==> config.mk <==
export PLATFORM = sky130hd
export DESIGN_NAME = gate_sequencer
export DESIGN_NICKNAME = d
export VERILOG_FILES = /design/src/rtl/gate_seq_pkg.sv /design/src/rtl/gate_wait_timer.sv /design/src/rtl/gate_sequencer.sv
export SDC_FILE = /design/constraint.sdc
export NUM_CORES = 1
export LEC_CHECK = 0
export CAP_MARGIN = 20
export CORE_ASPECT_RATIO = 1.25
export CORE_UTILIZATION = 56
export DETAILED_ROUTE_END_ITERATION = 6
export GPL_ROUTABILITY_DRIVEN = 0
export PLACE_DENSITY = 0.87
export SYNTH_ARGS = -nofsm -noshare
export SYNTH_HDL_FRONTEND = slang
export SYNTH_SLANG_ARGS = --single-unit
export TNS_END_PERCENT = 1
==> constraint.sdc <==
create_clock -name i_clk -period 4.2 [get_ports i_clk]
set_clock_uncertainty 0.05 [all_clocks]
set_input_delay 0.84 -clock i_clk [delete_from_list [all_inputs] [get_ports i_clk]]
set_output_delay 0.84 -clock i_clk [all_outputs]
set_load 0.01 [all_outputs]
==> src/rtl/gate_seq_pkg.sv <==
// Shared types, default sizes and the gate readiness reduction for gate_sequencer.
package gate_seq_pkg;

    localparam int unsigned GateNumberDefault = 8;
    localparam int unsigned CycleWDefault     = 16;
    localparam int unsigned TimeoutWDefault   = 12;

    // Widest gate array the readiness helper accepts; narrower vectors are zero-extended.
    localparam int unsigned MaxGates = 64;

    typedef enum logic [2:0] {
        StIdle = 3'd0,
        StLoad = 3'd1,
        StWait = 3'd2,
        StStep = 3'd3,
        StDone = 3'd4,
        StErr  = 3'd5
    } gate_state_e;

    // Zero-extended mask bits read as "not participating", so padding is always ready.
    function automatic logic all_ready(input logic [MaxGates-1:0] tx,
                                       input logic [MaxGates-1:0] rx,
                                       input logic [MaxGates-1:0] mask);
        return &((tx & rx) | ~mask);
    endfunction

endpackage

==> src/rtl/gate_wait_timer.sv <==
// Ready-wait counter: expires on the cycle it reaches limit-1; a zero limit never expires.
module gate_wait_timer #(
    parameter int unsigned TIMEOUT_W = 12
) (
    input  logic                 i_clk,
    input  logic                 i_rst,
    input  logic                 i_clear,
    input  logic                 i_enable,
    input  logic [TIMEOUT_W-1:0] i_limit,
    output logic                 o_expire
);

    logic [TIMEOUT_W-1:0] cnt_q, cnt_d;

    always_comb begin
        cnt_d = cnt_q;
        if (i_clear) begin
            cnt_d = '0;
        end else if (i_enable) begin
            cnt_d = cnt_q + TIMEOUT_W'(1);
        end
    end

    always_ff @(posedge i_clk or posedge i_rst) begin
        if (i_rst) begin
            cnt_q <= '0;
        end else begin
            cnt_q <= cnt_d;
        end
    end

    assign o_expire = (i_limit != '0) && (cnt_q == i_limit - TIMEOUT_W'(1));

endmodule

==> src/rtl/gate_sequencer.sv <==
// Burst sequencer for the gate array: sync, load, then gated clock steps paced by TX/RX ready.
module gate_sequencer
    import gate_seq_pkg::*;
#(
    parameter int unsigned GATE_NUMBER = GateNumberDefault,
    parameter int unsigned CYCLE_W     = CycleWDefault,
    parameter int unsigned TIMEOUT_W   = TimeoutWDefault
) (
    input  logic                   i_clk,
    input  logic                   i_rst,
    input  logic                   i_start,
    input  logic                   i_abort,
    input  logic [CYCLE_W-1:0]     i_cycles,
    input  logic [GATE_NUMBER-1:0] i_gate_mask,
    input  logic [TIMEOUT_W-1:0]   i_timeout,
    input  logic [GATE_NUMBER-1:0] i_tx_ready,
    input  logic [GATE_NUMBER-1:0] i_rx_ready,
    output logic                   o_gen_sync,
    output logic                   o_tx_start,
    output logic                   o_rx_pull,
    output logic                   o_clock,
    output logic                   o_busy,
    output logic                   o_done,
    output logic                   o_error,
    output logic [CYCLE_W-1:0]     o_step_count
);

    gate_state_e state_q, state_d;

    logic [CYCLE_W-1:0]     cycles_q;
    logic [GATE_NUMBER-1:0] mask_q;
    logic [TIMEOUT_W-1:0]   timeout_q;
    logic [CYCLE_W-1:0]     step_cnt_q, step_cnt_next;

    logic capture;
    logic step_inc;
    logic timer_clear;
    logic timer_en;
    logic timer_expire;
    logic ready_all;

    assign step_cnt_next = step_cnt_q + CYCLE_W'(1);
    assign ready_all     = all_ready(MaxGates'(i_tx_ready), MaxGates'(i_rx_ready),
                                     MaxGates'(mask_q));

    gate_wait_timer #(
        .TIMEOUT_W (TIMEOUT_W)
    ) u_wait_timer (
        .i_clk    (i_clk),
        .i_rst    (i_rst),
        .i_clear  (timer_clear),
        .i_enable (timer_en),
        .i_limit  (timeout_q),
        .o_expire (timer_expire)
    );

    always_comb begin
        state_d     = state_q;
        capture     = 1'b0;
        step_inc    = 1'b0;
        timer_clear = 1'b0;
        timer_en    = 1'b0;

        case (state_q)
            StIdle: begin
                if (i_start) begin
                    capture = 1'b1;
                    state_d = StLoad;
                end
            end
            StLoad: begin
                timer_clear = 1'b1;
                state_d     = StWait;
            end
            StWait: begin
                // Ready wins over an expiry landing in the same cycle.
                if (ready_all) begin
                    state_d = StStep;
                end else if (timer_expire) begin
                    state_d = StErr;
                end else begin
                    timer_en = 1'b1;
                end
            end
            StStep: begin
                step_inc    = 1'b1;
                timer_clear = 1'b1;
                if ((cycles_q != '0) && (step_cnt_next == cycles_q)) begin
                    state_d = StDone;
                end else begin
                    state_d = StWait;
                end
            end
            StDone: begin
                state_d = StIdle;
            end
            StErr: begin
                if (i_abort) begin
                    state_d = StIdle;
                end
            end
            default: begin
                state_d = StIdle;
            end
        endcase

        // Abort overrides everything and freezes the step count where it stands.
        if (i_abort && (state_q inside {StLoad, StWait, StStep, StDone})) begin
            state_d  = StIdle;
            step_inc = 1'b0;
            timer_en = 1'b0;
        end
    end

    always_ff @(posedge i_clk or posedge i_rst) begin
        if (i_rst) begin
            state_q    <= StIdle;
            cycles_q   <= '0;
            mask_q     <= '0;
            timeout_q  <= '0;
            step_cnt_q <= '0;
        end else begin
            state_q <= state_d;
            if (capture) begin
                cycles_q   <= i_cycles;
                mask_q     <= i_gate_mask;
                timeout_q  <= i_timeout;
                step_cnt_q <= '0;
            end else if (step_inc) begin
                step_cnt_q <= step_cnt_next;
            end
        end
    end

    assign o_gen_sync   = (state_q == StIdle);
    assign o_tx_start   = (state_q == StLoad) || (state_q == StStep);
    assign o_rx_pull    = (state_q == StStep);
    assign o_clock      = (state_q == StStep);
    assign o_busy       = (state_q == StLoad) || (state_q == StWait) || (state_q == StStep);
    assign o_done       = (state_q == StDone);
    assign o_error      = (state_q == StErr);
    assign o_step_count = step_cnt_q;

endmodule

==> flow_summary.toml, run 1 <==
[route]
drt_iter0_drc = 250
drc = 0
viasPerCell = 6.02
via_count = 3485
drt_first_pass_iters = 5
routed_wl_um = 9400
wl_per_cell_um = 16.2
ant_nets = 0

[critical_path]
worstPathMaxFanout = 9
worst_path_dominant_cell_family = "buffers and inverters"
crit_chain = "nand2b_1 -> clkinv_1 -> nand2_1 -> inv_1 -> clkdlybuf4s50_1"
crit_type = "flop to output pin"
cp.required_ns = 3.31
cp.arrival_ns = 2.27
path_buf_inv = 3
cp_slowest_stage_delay_ns = 0.49
cp_slowest_cell = "clkdlybuf4s50_1"
critPathCaptureType = "output pin"
critPathLaunchType = "flop"

[clock_tree]
ctsResizeCount = 0
cts_setup_buffers = 0
cts_buffer_depth = 2
h-tree-depth = 3
cts_root_buffer = "clkbuf_8"
insertion_delay_ns = 0.34
cts_tree = "yes"
hold_buffers = 0
cts.clk_slew.worst_paths_ns = 0.07
numCtsBuffers = 9
clock-sinks = 67

[pwr]
ir_worst_vdd_v = 0.000402
p_int_mw = 1.64
leakagePower_nw = 1.97
swShare = 0.381
pwr-share-seq = 0.421
pwr-share-clk = 0.173
power_density_nw_per_um2 = 529
power_frac_comb = 0.406
switchingPower_mw = 1.01

[yosys]
synth_area_leader_cell = "dfrtp_1"
ys_types = 64
synth_area_leaders = "dfrtp_1 42%, mux2_2 9.0%, xnor2_1 4.6%"
synth.most_common_cell = "dfrtp_1"
seq_area_frac_synth = 0.418
synth-edff-count = 0
synth_flop_cell = "dfrtp_1"
netlist.area_leader.share = 0.418
synth_fp_nets = 474
synth_top_cells_by_count = "67 x dfrtp_1, 33 x nand2_1, 32 x mux2_2, 28 x o21ai_0"
synth-seq-cells = 67
netlist_area_um2 = 4010
async_flop_share = 1.00
syn_area_per_cell_um2 = 9.67
syn_inst = 415
yosysWarnings = 0

[placed_design]
dp_hpwl_um = 6940
place_ws_ns = 1.15
post_dp_cell_area_um2 = 4820
portBuffers = 78

[sta]
fmax_mhz = 316
finalHoldViolCount = 0
worst_slack_ns = 1.04
tightest_slew_ns = 0.983
maxSlewViolCount = 0
slew_headroom = 0.342
setup_viol = 0
fin_crit_sh = 0.753
fin_setup_tns_ns = 0
rsz0062_at_grt = "no"
period_needed_ns = 3.16

[cells_and_area]
fill_cells = 500
fin_nets = 544
diodes = 0
syn_to_final_growth_pct = 24.7
drive_gt1_frac = 0.129
final_area_um2 = 5000

[global_route]
grt_max_degree = 50
grt_usage = 0.274
first_global_vias = 3546
grt_first_pass_wirelength_um = 16200
grt_overflow_total = 0
antenna_found_initial = 0

[die]
dieArea_um2 = 7510
die_width_um = 77.7
rows = 34
start_util = 0.579
core-area_um2 = 6930
die_h_um = 96.6
io_pins = 79

[run]
max-cap-violations = 0

[run_status]
outcome = "finished clean"

[hold_path]
holdCritPathClass = "flop to flop"
## stage by stage
stage | total power [mW] | cells | utilization | hold WS [ns]
after global routing | 2.84 | 579 | 0.722 | 0.483
after global placement | 2.15 | 563 | 0.696 | 0.442
after CTS | 2.66 | 578 | 0.719 | 0.462
final | 2.65 | 579 | 0.722 | 0.457
after floorplan | 1.87 | 415 | - | 0.424
after detailed placement | 2.20 | 563 | 0.696 | 0.447
## path summary, 6_finish.rpt
check,from,end,slack [ns],cells after the start
min,mask_q[1],mask_q[1],0.46,1
min reg2reg,mask_q[1],mask_q[1],0.46,1
min in group asynchronous,i_rst,mask_q[2],0.71,2
max in group asynchronous,i_rst,u_wait_timer.cnt_q[3],2.82,3
max,state_q[2],o_rx_pull,1.04,5
max reg2reg,o_step_count[4],state_q[1],1.26,7
## kinds of logic after synthesis
kind of cell | synth area share
buf+inv | 0.0433
flops | 0.418
mux | 0.107
simple gates | 0.198
fa+ha+maj | 0.00936
compound gates | 0.148
xor+xnor | 0.0764
## per-layer routing
metal	vias up	track usage	routed length, um
met5	-	0	0
met4	0	0.123	250
met3	25	0.0604	505
met2	106	0.479	4970
met1	1696	0.315	3680
li1	1658	-	-
## worst reg2reg max path, stage by stage, from the launching register on
cell	delay (ns)
dfrtp_1	0.48
nand4_1	0.45
or3_1	0.62
o311ai_1	0.40
nand2_1	0.11
nor4_2	0.27
a21oi_1	0.10
or3b_1	0.35
## power groups by stage
| stage | clock network (mW) | logic (mW) | registers, mW |
|---|---|---|---|
| after detailed placement | 0 | 1.08 | 1.12 |
| after CTS | 0.470 | 1.08 | 1.11 |
| final | 0.458 | 1.07 | 1.11 |
| after global placement | 0 | 1.04 | 1.11 |
| after global routing | 0.496 | 1.20 | 1.14 |
| after floorplan | 0 | 0.834 | 1.03 |
## sequential cells by signal, indices dropped and copies added, names as in the netlist
register	flops
cycles_q	16
o_step_count	16
timeout_q	12
u_wait_timer.cnt_q	12
mask_q	8
state_q	3
## area by class of cell
class / instances / area (um^2) / area share
well taps: 90 / 113 / 0.0225
repair buffers: 82 / 823 / 0.165
clock buffers: 12 / 145 / 0.0290
flip-flops and latches: 67 / 1680 / 0.335
inverters: 18 / 67.6 / 0.0135
multi-input cells: 307 / 2160 / 0.432
clock inverters: 3 / 15.0 / 0.00300
## layout by cell type (no fill, tap or decap), types with 3 or more instances in the layout
cell type,n
clkinv_2,3
nand3_1,16
nand2b_1,5
a31oi_1,5
xor2_1,14
nand2_1,33
and3_1,6
dfrtp_1,67
a22oi_1,3
o41ai_1,7
buf_4,3
clkbuf_8,10
clkdlybuf4s50_1,78
nor4_1,12
nor3_1,11
a21oi_1,15
nor2_1,21
nand4_1,9
xnor2_1,21
o21ai_0,28
ha_1,3
o31ai_1,4
or3_1,4
mux2_2,32
mux2i_1,7
inv_1,16
a31o_2,3
a21boi_0,3
Power figures use the tool's default switching activity.
==> run 2, diff against run 1 <==
--- a/config.mk
+++ b/config.mk
@@ -7,10 +7,10 @@
 export LEC_CHECK = 0
 export CAP_MARGIN = 20
 export CORE_ASPECT_RATIO = 1.25
-export CORE_UTILIZATION = 56
+export CORE_UTILIZATION = 52
 export DETAILED_ROUTE_END_ITERATION = 6
 export GPL_ROUTABILITY_DRIVEN = 0
-export PLACE_DENSITY = 0.87
+export PLACE_DENSITY = 0.81
 export SYNTH_ARGS = -nofsm -noshare
 export SYNTH_HDL_FRONTEND = slang
 export SYNTH_SLANG_ARGS = --single-unit
==> constraint.sdc (replaced) <==
create_clock -name i_clk -period 3.3 [get_ports i_clk]
set_clock_uncertainty 0.05 [all_clocks]
set_input_delay 0.66 -clock i_clk [delete_from_list [all_inputs] [get_ports i_clk]]
set_output_delay 0.66 -clock i_clk [all_outputs]
set_load 0.01 [all_outputs]
==> run 2 against run 1 <==
Effect of this change:
- worst hold slack improved by 0.0043 ns
- cell count is 1.4% higher
- clock power up 70%
- sequential power up 27%
- combinational power increased by 34%
- total power increased by 37%
- critical path depth up 1
- via count grew 1.8%
- cell area increased by 2.1%
- clock-buffer cell count decreased by 2
- critical endpoint is now o_clock
- highest routed layer unchanged
==> flow_summary.toml, run 2 (synthesis gave the netlist of run 1 again) <==
[pwr]
swShare = 0.373
pwr-share-clk = 0.215
pwr-share-seq = 0.390
power_frac_comb = 0.395
switchingPower_mw = 1.35
leakagePower_nw = 2.02
ir_worst_vdd_v = 0.000461
p_int_mw = 2.27
power_density_nw_per_um2 = 707

[clock_tree]
ctsResizeCount = 0
cts.clk_slew.worst_paths_ns = 0.08
cts_setup_buffers = 0
cts_tree = "yes"
numCtsBuffers = 9
cts_buffer_depth = 2
cts_root_buffer = "clkbuf_8"
hold_buffers = 0
insertion_delay_ns = 0.35
h-tree-depth = 3
clock-sinks = 67

[critical_path]
cp.arrival_ns = 2.21
critPathLaunchType = "flop"
cp.required_ns = 2.59
reg2reg_slack_ns = 0.52
worstPathMaxFanout = 9
critPathCaptureType = "output pin"
crit_type = "flop to output pin"

[sta]
fin_setup_tns_ns = 0
fin_crit_sh = 0.885
maxSlewViolCount = 0
tightest_slew_ns = 0.677
fmax_mhz = 342
period_needed_ns = 2.92
finalHoldViolCount = 0
slew_headroom = 0.545
setup_viol = 0
rsz0062_at_grt = "no"

[run]
max-cap-violations = 0

[cells_and_area]
drive_gt1_frac = 0.143
layout_common_cells = "78 x clkdlybuf4s50_1, 67 x dfrtp_1, 33 x nand2_1, 32 x mux2_2, 28 x o21ai_0"
final_cells = 587
syn_to_final_growth_pct = 27.3
fin_util = 0.690
final_common_cell = "clkdlybuf4s50_1"
diodes = 0
fin_nets = 549
fill_cells = 584
final_area_um2 = 5110

[global_route]
grt_usage = 0.264
antenna_found_initial = 0
first_global_vias = 3569
grt_overflow_total = 0
grt_max_degree = 31
grt_first_pass_wirelength_um = 16300

[route]
viasPerCell = 6.04
wl_per_cell_um = 16.9
drt_first_pass_iters = 4
routed_wl_um = 9920
drt_iter0_drc = 141
drc = 0
via_count = 3546
ant_nets = 0

[placed_design]
portBuffers = 78
placed_cells = 571
post_dp_cell_area_um2 = 4880
dp_hpwl_um = 7290

[die]
die_width_um = 80.6
rows = 35
start_util = 0.542
core-area_um2 = 7400
die_h_um = 100
io_pins = 79
dieArea_um2 = 8070

[hold_path]
holdCritPathClass = "flop to flop"

[run_status]
outcome = "finished clean"
run 2: changes by cell type in the layout (fill, tap and decap cells not counted):
| cell | change |
|---|---|
| clkinv_4 | +1 |
| buf_4 | +5 |
| clkinvlp_4 | +2 |
| clkinv_2 | -2 |
| bufinv_16 | +2 |
| clkbuf_1 | -2 |
run 2: per-layer routing:
metal | wire [um] | share of wire | vias up | track usage
li1 | - | - | 1679 | -
met1 | 3820 | 0.38 | 1721 | 0.298
met2 | 5330 | 0.54 | 126 | 0.469
met3 | 549 | 0.055 | 20 | 0.0600
met4 | 219 | 0.022 | 0 | 0.113
met5 | 0 | 0 | - | 0
run 2: final timing paths:
path | startpoint | end | cells after the start
setup / recovery | state_q[2] | o_clock | 6
hold / removal | mask_q[1] | mask_q[1] | 1
setup reg to reg | timeout_q[0] | u_wait_timer.cnt_q[7] | 9
hold reg to reg | mask_q[1] | mask_q[1] | 1
max in group asynchronous | i_rst | cycles_q[3] | 3
min in group asynchronous | i_rst | mask_q[0] | 2
run 2: worst max-delay path, stage by stage, from the launching register on:
cell and delay, ns:
dfrtp_1 0.45, nand2b_1 0.34, clkinv_1 0.10, buf_4 0.17, nand2_1 0.11, inv_1 0.14, clkdlybuf4s50_1 0.55
run 2: area by class of cell:
cell class              count  area (um^2)  area share
inverters                  18         67.6      0.0132
repair buffers             87          861       0.168
multi-input cells         307         2160       0.423
well taps                  92          115      0.0225
clock inverters             6         88.8      0.0174
flip-flops and latches     67         1680       0.328
clock buffers              10          138      0.0269
run 2: stage by stage:
step	setup WS, ns	hold WS (ns)	total power, mW
after floorplan	0.735	0.424	2.38
after global placement	0.468	0.444	2.78
after detailed placement	0.430	0.450	2.85
after CTS	0.371	0.467	3.63
after global routing	0.227	0.481	3.84
final	0.379	0.461	3.61
run 2: power by group through the flow:
stage | clock [mW] | sequential (mW) | combinational (mW)
2_1_floorplan | 0 | 1.32 | 1.06
3_3_place_gp | 0 | 1.41 | 1.37
3_5_place_dp | 0 | 1.42 | 1.42
4_1_cts | 0.788 | 1.41 | 1.43
5_1_grt | 0.821 | 1.46 | 1.56
6_report | 0.777 | 1.41 | 1.43
